### src/rtl/scene_pkg.sv
// Shared types for the scene transition sequencer.
// State codes double as the HEX5 display value.
package scene_pkg;

  typedef enum logic [1:0] {
    PLAY     = 2'd0,
    FADE_OUT = 2'd1,
    SWAP     = 2'd2,
    FADE_IN  = 2'd3
  } scene_state_t;

  typedef enum logic {
    DIR_UP   = 1'b0,
    DIR_DOWN = 1'b1
  } dir_t;

  localparam logic [3:0] FADE_MAX = 4'd15;

endpackage

### src/rtl/frame_tick_sync.sv
// Brings raw VGA_VS into the CLK domain as a one-cycle tick.
// Two sync stages, a level history flop and a registered edge.
module frame_tick_sync (
  input  logic CLK,
  input  logic Reset,
  input  logic frame_clk,
  output logic tick
);

  logic s1_q, s2_q, prev_q, tick_q;
  logic tick_d;

  assign tick_d = s2_q & ~prev_q;

  // synchronize VS and register its rising edge
  always_ff @(posedge CLK) begin
    if (Reset) begin
      s1_q   <= 1'b0;
      s2_q   <= 1'b0;
      prev_q <= 1'b0;
      tick_q <= 1'b0;
    end else begin
      s1_q   <= frame_clk;
      s2_q   <= s1_q;
      prev_q <= s2_q;
      tick_q <= tick_d;
    end
  end

  assign tick = tick_q;

endmodule

### src/rtl/scene_sequencer.sv
// Frame-paced fade-out / background swap / fade-in controller.
// Freezes the character while a transition is running.
import scene_pkg::*;

module scene_sequencer #(
  parameter int unsigned NUM_SCENES  = 8,
  parameter int unsigned FADE_FRAMES = 4,
  parameter int unsigned SCENE_W     = 11
) (
  input  logic               CLK,
  input  logic               Reset,
  input  logic               frame_clk,
  input  logic               top_reached,
  input  logic               bot_reached,
  output logic [SCENE_W-1:0] background_number,
  output logic [3:0]         fade_level,
  output logic               char_freeze,
  output logic               scene_changed,
  output logic [3:0]         HEXstate
);

  localparam int unsigned CW = $clog2(FADE_FRAMES) + 1;
  localparam logic [CW-1:0] CNT_LAST = CW'(FADE_FRAMES - 1);
  localparam logic [SCENE_W-1:0] SCENE_LAST = SCENE_W'(NUM_SCENES - 1);

  scene_state_t       state_q, state_d;
  dir_t               dir_q, dir_d;
  logic [CW-1:0]      cnt_q, cnt_d;
  logic [3:0]         fade_q, fade_d;
  logic [SCENE_W-1:0] bg_q, bg_d;
  logic               chg_q, chg_d;
  logic               frz_q;

  logic tick;
  logic step;
  logic top_ok, bot_ok;

  frame_tick_sync u_sync (
    .CLK      (CLK),
    .Reset    (Reset),
    .frame_clk(frame_clk),
    .tick     (tick)
  );

  assign step   = tick && (cnt_q == CNT_LAST);
  assign top_ok = top_reached && (bg_q < SCENE_LAST);
  assign bot_ok = bot_reached && (bg_q != '0);

  // next state: request acceptance, fade stepping, scene swap
  always_comb begin
    state_d = state_q;
    dir_d   = dir_q;
    cnt_d   = cnt_q;
    fade_d  = fade_q;
    bg_d    = bg_q;
    chg_d   = 1'b0;
    unique case (state_q)
      PLAY: begin
        fade_d = '0;
        cnt_d  = '0;
        if (tick) begin
          if (top_ok) begin
            dir_d   = DIR_UP;
            state_d = FADE_OUT;
          end else if (bot_ok) begin
            dir_d   = DIR_DOWN;
            state_d = FADE_OUT;
          end
        end
      end
      FADE_OUT: begin
        if (tick) cnt_d = step ? '0 : cnt_q + CW'(1);
        if (step) begin
          if (fade_q == FADE_MAX) state_d = SWAP;
          else fade_d = fade_q + 4'd1;
        end
      end
      SWAP: begin
        bg_d    = (dir_q == DIR_UP) ? bg_q + SCENE_W'(1)
                                    : bg_q - SCENE_W'(1);
        chg_d   = 1'b1;
        cnt_d   = '0;
        state_d = FADE_IN;
      end
      FADE_IN: begin
        if (tick) cnt_d = step ? '0 : cnt_q + CW'(1);
        if (step) begin
          if (fade_q == 4'd0) state_d = PLAY;
          else fade_d = fade_q - 4'd1;
        end
      end
    endcase
  end

  // state and output registers
  always_ff @(posedge CLK) begin
    if (Reset) begin
      state_q <= PLAY;
      dir_q   <= DIR_UP;
      cnt_q   <= '0;
      fade_q  <= '0;
      bg_q    <= '0;
      chg_q   <= 1'b0;
      frz_q   <= 1'b0;
    end else begin
      state_q <= state_d;
      dir_q   <= dir_d;
      cnt_q   <= cnt_d;
      fade_q  <= fade_d;
      bg_q    <= bg_d;
      chg_q   <= chg_d;
      frz_q   <= (state_d != PLAY);
    end
  end

  assign background_number = bg_q;
  assign fade_level        = fade_q;
  assign scene_changed     = chg_q;
  assign char_freeze       = frz_q;
  assign HEXstate          = {2'b00, state_q};

endmodule

### config.mk
export PLATFORM = sky130hd
export DESIGN_NAME = scene_sequencer
export DESIGN_NICKNAME = d
export VERILOG_FILES = /design/src/rtl/scene_pkg.sv /design/src/rtl/frame_tick_sync.sv /design/src/rtl/scene_sequencer.sv
export SDC_FILE = /design/constraint.sdc
export NUM_CORES = 1
export LEC_CHECK = 0
export ABC_AREA = 1
export CAP_MARGIN = 20
export CORE_MARGIN = 3
export CORE_UTILIZATION = 48
export DETAILED_ROUTE_END_ITERATION = 8
export PLACE_DENSITY = 0.72
export REMOVE_ABC_BUFFERS = 1
export SYNTH_ARGS = -nofsm -noshare
export SYNTH_HDL_FRONTEND = slang
export SYNTH_SLANG_ARGS = --single-unit
### constraint.sdc
create_clock -name CLK -period 1.7 [get_ports CLK]
set_input_delay 0.17 -clock CLK [delete_from_list [all_inputs] [get_ports CLK]]
set_output_delay 0.17 -clock CLK [all_outputs]
set_load 0.01 [all_outputs]
== Yosys cells after proc, flatten, opt, wreduce, memory -nomap -nowiden ==
Index checks and enable logic that the tools add are counted.
Word-level totals
  register bits after elaboration: 27
  output and inout bits: 21
  word-level logic and storage cells: 62
Operators by class
  add/subtract/negate cells: 5
  order comparisons: 1
  eq/ne operators: 10
  muxes and demuxes: 20
  bitwise gates (word level): 2
  reductions and logical operators: 13
Operator list (count)
  4-bit 2-to-1 mux: 4
  2-bit 2-to-1 mux: 7
  4-bit case mux with 3 select lines: 1
  11-bit by 1-bit adder with 11-bit output, second input constant: 1
  11-bit by 3-bit < comparator with 1-bit output, second input constant: 1
  11-bit 2-to-1 mux: 1
  11-bit nonzero test: 1
  11-bit by 1-bit subtractor with 11-bit output, second input constant: 1
  2-bit inequality test, second input constant: 4
  2-bit case mux with 4 select lines: 1
  3-bit 2-to-1 mux: 2
  3-bit case mux with 2 select lines: 1
  5-bit AND reduction: 1
  4-bit by 1-bit adder with 4-bit output, second input constant: 1
  2-bit equality test, second input constant: 2
  4-bit equality test, second input constant: 1
  4-bit logical NOT: 1
  2-bit nonzero test: 2
  2-bit OR reduction: 2
  4-bit by 1-bit subtractor with 4-bit output, second input constant: 1
  3-bit by 1-bit adder with 3-bit output, second input constant: 1
  3-bit by 2-bit equality test with 1-bit output, second input constant: 1
  1-bit logical AND: 3
  1-bit 2-to-1 mux: 3
  7 further kinds: 7

== Logic depth before layout (Yosys ltp) ==
  word-level depth: 7
  mapped depth: 11
  depth with buffers taken out: 11

== Modules after synthesis ==
A second synthesis with hierarchy kept.
Second synthesis, totals
  cell total of the unflattened synthesis: 261
  area, all modules: 1726.7 um^2
By module, submodules not included
  scene_sequencer: instances 1, cells an instance 249, area an instance 1611.5 um^2, sequential area each 460.4 um^2
  frame_tick_sync: instances 1, cells an instance 12, area an instance 115.1 um^2, sequential area each 80.1 um^2

== Worst setup path before layout ==
OpenSTA, ideal clock, no wires.
  path type: flip-flop to flip-flop
  start: register dir_q
  end: register bg_q[8], in the netlist background_number[8]
  setup time: 0.113 ns
  data arrival time: 1.545 ns
  data required time: 1.587 ns
  slack: 0.042 ns
  stages on the path, launching flop included: 9
  path buffers: 0
  clock period less this slack: 1.658 ns
  cells stage by stage: dfxtp_1 -> inv_1 -> fa_1 -> o21bai_1 -> nand2_1 -> nand3_1 -> nand2_1 -> o21ai_1 -> inv_1
Between the ends
  longest elaborated chain between the ends: 1
RTL lines
  start: declaration: line scene_sequencer.sv:27  | dir_t dir_q, dir_d;
  start signal: assignment: line scene_sequencer.sv:107  | dir_q <= dir_d;
  11-bit 2-to-1 mux: line scene_sequencer.sv:79  | bg_d = (dir_q == DIR_UP) ? bg_q + SCENE_W'(1)
  end signal: assignment: line scene_sequencer.sv:110  | bg_q <= bg_d;
  end: declaration: line scene_sequencer.sv:30  | logic [SCENE_W-1:0] bg_q, bg_d;
No other way between the ends.
A chain may end at the register's enable or synchronous reset.

== Worst setup path in the final report ==
  start: register bg_q[5], in the netlist background_number[5]
  end: register bg_q[6], in the netlist background_number[6]
Between the ends
  longest elaborated chain between the ends: 2
  elaborated cells between the ends (all ways): 3
RTL lines (line)
  11-bit by 1-bit adder with 11-bit output or 11-bit by 1-bit subtractor with 11-bit output (tied branches): scene_sequencer.sv:79, scene_sequencer.sv:80
  11-bit 2-to-1 mux *: scene_sequencer.sv:79
Mark *: on every way between the ends. The rest lies on a longest branch, timed or not.

==> flow_metrics.py <==
metrics = {
    "route": {
        "drt_wl_total_um": 3930,
        "drt-initial-drc-count": 84,
        "wl_per_cell_um": 11.7,
        "drc": 0,
        "dr.pass1.iters": 4,
        "num_vias": 1672,
        "via_per_inst": 4.99,
        "antenna_left": 0,
    },
    "flow_run": {
        "maxCapViolCount": 0,
    },
    "grt": {
        "grt_start_max_net_pins": 17,
        "grt_pass1_vias": 1623,
        "overflow": 0,
        "grt_first_pass_wirelength_um": 6880,
        "antenna_found_initial": 0,
        "grt_use_total_pct": 19.7,
    },
    "critical_path": {
        "cp_slowest_cell": "dfxtp_1",
        "arrival_ns": 1.86,
        "path_cells": "ha_1 -> a21oi_1 -> nand2_1 -> a21oi_1 -> or2_0 -> a31oi_1",
        "critPathTopFamily": "compound AO/OA/AOI/OAI gates",
        "cpMostUsedCell": "a21oi_1",
        "slowest_delay_ns": 0.38,
        "cp.depth": 6,
        "cp_max_fo": 5,
        "end_kind": "flip-flop",
        "crit_required_ns": 1.94,
        "r2r_slack_ns": 0.09,
        "r2r_cells": 6,
        "cp-start-kind": "flip-flop",
        "worstSetupPathType": "flip-flop to flip-flop",
        "timing.critical_path.buf_inv": 0,
    },
    "logic_synthesis": {
        "syn_area_mm2": 0.00173,
        "synth_cell_types": 30,
        "synthCells": 255,
        "yosys_warnings": 0,
        "ys_seq_elements": 27,
        "synth_seq_area_share_pct": 31.2,
        "syn_avg_cell_area_um2": 6.80,
    },
    "timing": {
        "setup_viol": 0,
        "setup-tns-final_ns": 0,
        "final.period_utilization_pct": 94.9,
        "rsz0062_at_grt": "yes",
        "slew_violations": 0,
        "finalCriticalPeriod_ns": 1.61,
        "skew_ns": 0.00817,
        "hold_violations": 0,
        "fmax_ghz": 0.620,
    },
    "outcome": {
        "status": "finished clean",
    },
    "cts": {
        "clock_sinks": 27,
        "hold_buffers": 0,
        "clock-root-buffer": "clkbuf_4",
        "postCtsSetupRepairBufs": 0,
        "clk_latency_ns": 0.33,
        "clockBufferDepth": 2,
        "cts_made_buffers": 3,
        "cts_tree": "built",
        "cts.clk_slew.worst_paths_ns": 0.16,
        "htree_levels": 1,
    },
    "floorplan": {
        "core_area_mm2": 0.00342,
        "start_util_pct": 50.7,
        "fp.dieW_um": 66.1,
        "fp-row-count": 21,
        "die_area_mm2": 0.00437,
        "ios": 26,
        "die_h_um": 66.1,
    },
    "placement": {
        "hpwl_um": 3010,
        "io_buffers": 23,
        "place_congestion": 0.909,
    },
    "layout": {
        "drive_gt1_share_pct": 14.9,
        "fin_nets": 309,
        "area_growth_pct": 26.6,
        "n_antenna_cell": 0,
    },
    "worst_hold_path": {
        "min_path_type": "input port to flip-flop",
        "hold_depth": 3,
    },
    "pwr": {
        "pwr_density_cell_mw_per_mm2": 458,
        "report.power.total_uw": 1010,
        "peakVddDrop_uv": 252,
        "p_leak_uw": 0.00103,
    },
}
[what timing repair did]
item,CTS,global route
gates resized for setup,1,18
pin swaps,0,3
setup endpoints to repair,6,7
[metal layers]
layer	share of wire (%)	global-route usage, %	up-vias
li1	-	-	893
met5	0	0	-
met2	49	34.0	27
met3	3.1	4.08	6
met4	1.5	5.84	0
met1	47	24.4	746
[layout make-up]
| cell class | instances | area, µm² |
|---|---|---|
| multi-input combinational | 185 | 1090 |
| tap | 46 | 57.6 |
| clock inverter | 1 | 7.51 |
| clock buffer | 3 | 22.5 |
| inverter | 38 | 145 |
| fill | 313 | 1220 |
| sequential | 27 | 544 |
| timing repair buffer | 35 | 323 |
[Yosys cell counts (all sizes together)]
library cell	number	share of area, %
dfxtp	27	31
xnor2	1	0.51
nor3	6	2.0
inv	38	8.4
o21ai	17	5.1
nor2	37	8.6
or2	1	0.36
a21oi	23	6.6
a211oi	1	0.43
o21bai	1	0.43
nand3	17	4.9
fa	2	2.3
xor2	5	2.5
a31oi	2	0.72
conb	1	0.22
buf	5	2.6
clkbuf	1	0.22
nand4	5	1.8
ha	12	8.7
a21o	2	0.87
nand2	51	11
[registers in the layout, summed over array words and instances (netlist names)]
register and cells:
background_number 11, fade_level 4, cnt_q 3, state_q 2
char_freeze 1, dir_q 1, scene_changed 1, u_sync.prev_q 1
u_sync.s1_q 1, u_sync.s2_q 1, u_sync.tick 1
[worst min-delay path, cell delays in order]
cell	delay, ns
clkdlybuf4s50_1	0.40
inv_1	0.05
nor2_1	0.03
[logic make-up after synthesis]
family / count (synthesis) / synth area share [%]
buffers and inverters: 44 / 11.2
xor gates and xnor gates: 6 / 3.03
other: 1 / 0.216
and+or+nand+nor: 117 / 29.2
adders and majority gates: 14 / 11.0
DFF: 27 / 31.2
AOI/OAI and AO/OA: 46 / 14.2
[where the power goes]
part	total, µW	internal, µW	switching (µW)
registers	644	638	5.36
clock network	294	90.0	204
logic	67.3	29.0	38.3
[metrics by stage]
step                      hold WS [ns]  area (µm²)  instances  util [%]  setup WS, ns
after floorplan                  0.239        1690        250         -       -0.0367
after global routing             0.357        2190        335      64.2       -0.0563
after detailed placement         0.395        2070        331      60.5       -0.0700
after CTS                        0.335        2100        335      61.4       0.00994
final                            0.344        2190        335      64.2        0.0865
after global placement           0.378        2070        331      60.5       0.00608
[path summary, 6_finish.rpt]
path                                  endpoint                               from
max          background_number[6]$_SDFFE_PP0P_  background_number[5]$_SDFFE_PP0P_
min                     u_sync.s1_q$_SDFF_PP0_                          frame_clk
max reg2reg  background_number[6]$_SDFFE_PP0P_  background_number[5]$_SDFFE_PP0P_
min reg2reg             u_sync.tick$_SDFF_PP0_           u_sync.prev_q$_SDFF_PP0_
[cell usage in the layout (no fill, tap or decap), types with 3 or more instances in the layout]
cell type	netlist	layout
dfxtp_1	27	26
clkbuf_4	0	3
clkdlybuf4s50_1	0	22
ha_1	12	8
nor3_1	5	5
ha_4	0	4
a21oi_2	0	3
nand4_1	5	5
nand2_1	48	46
o21ai_0	13	13
a21oi_1	23	20
xor2_1	5	5
buf_4	3	12
nor2_1	35	33
inv_1	34	34
nand2_2	3	5
nand3_1	17	16
inv_2	3	3
No activity file was read; power rests on OpenSTA's default activity.
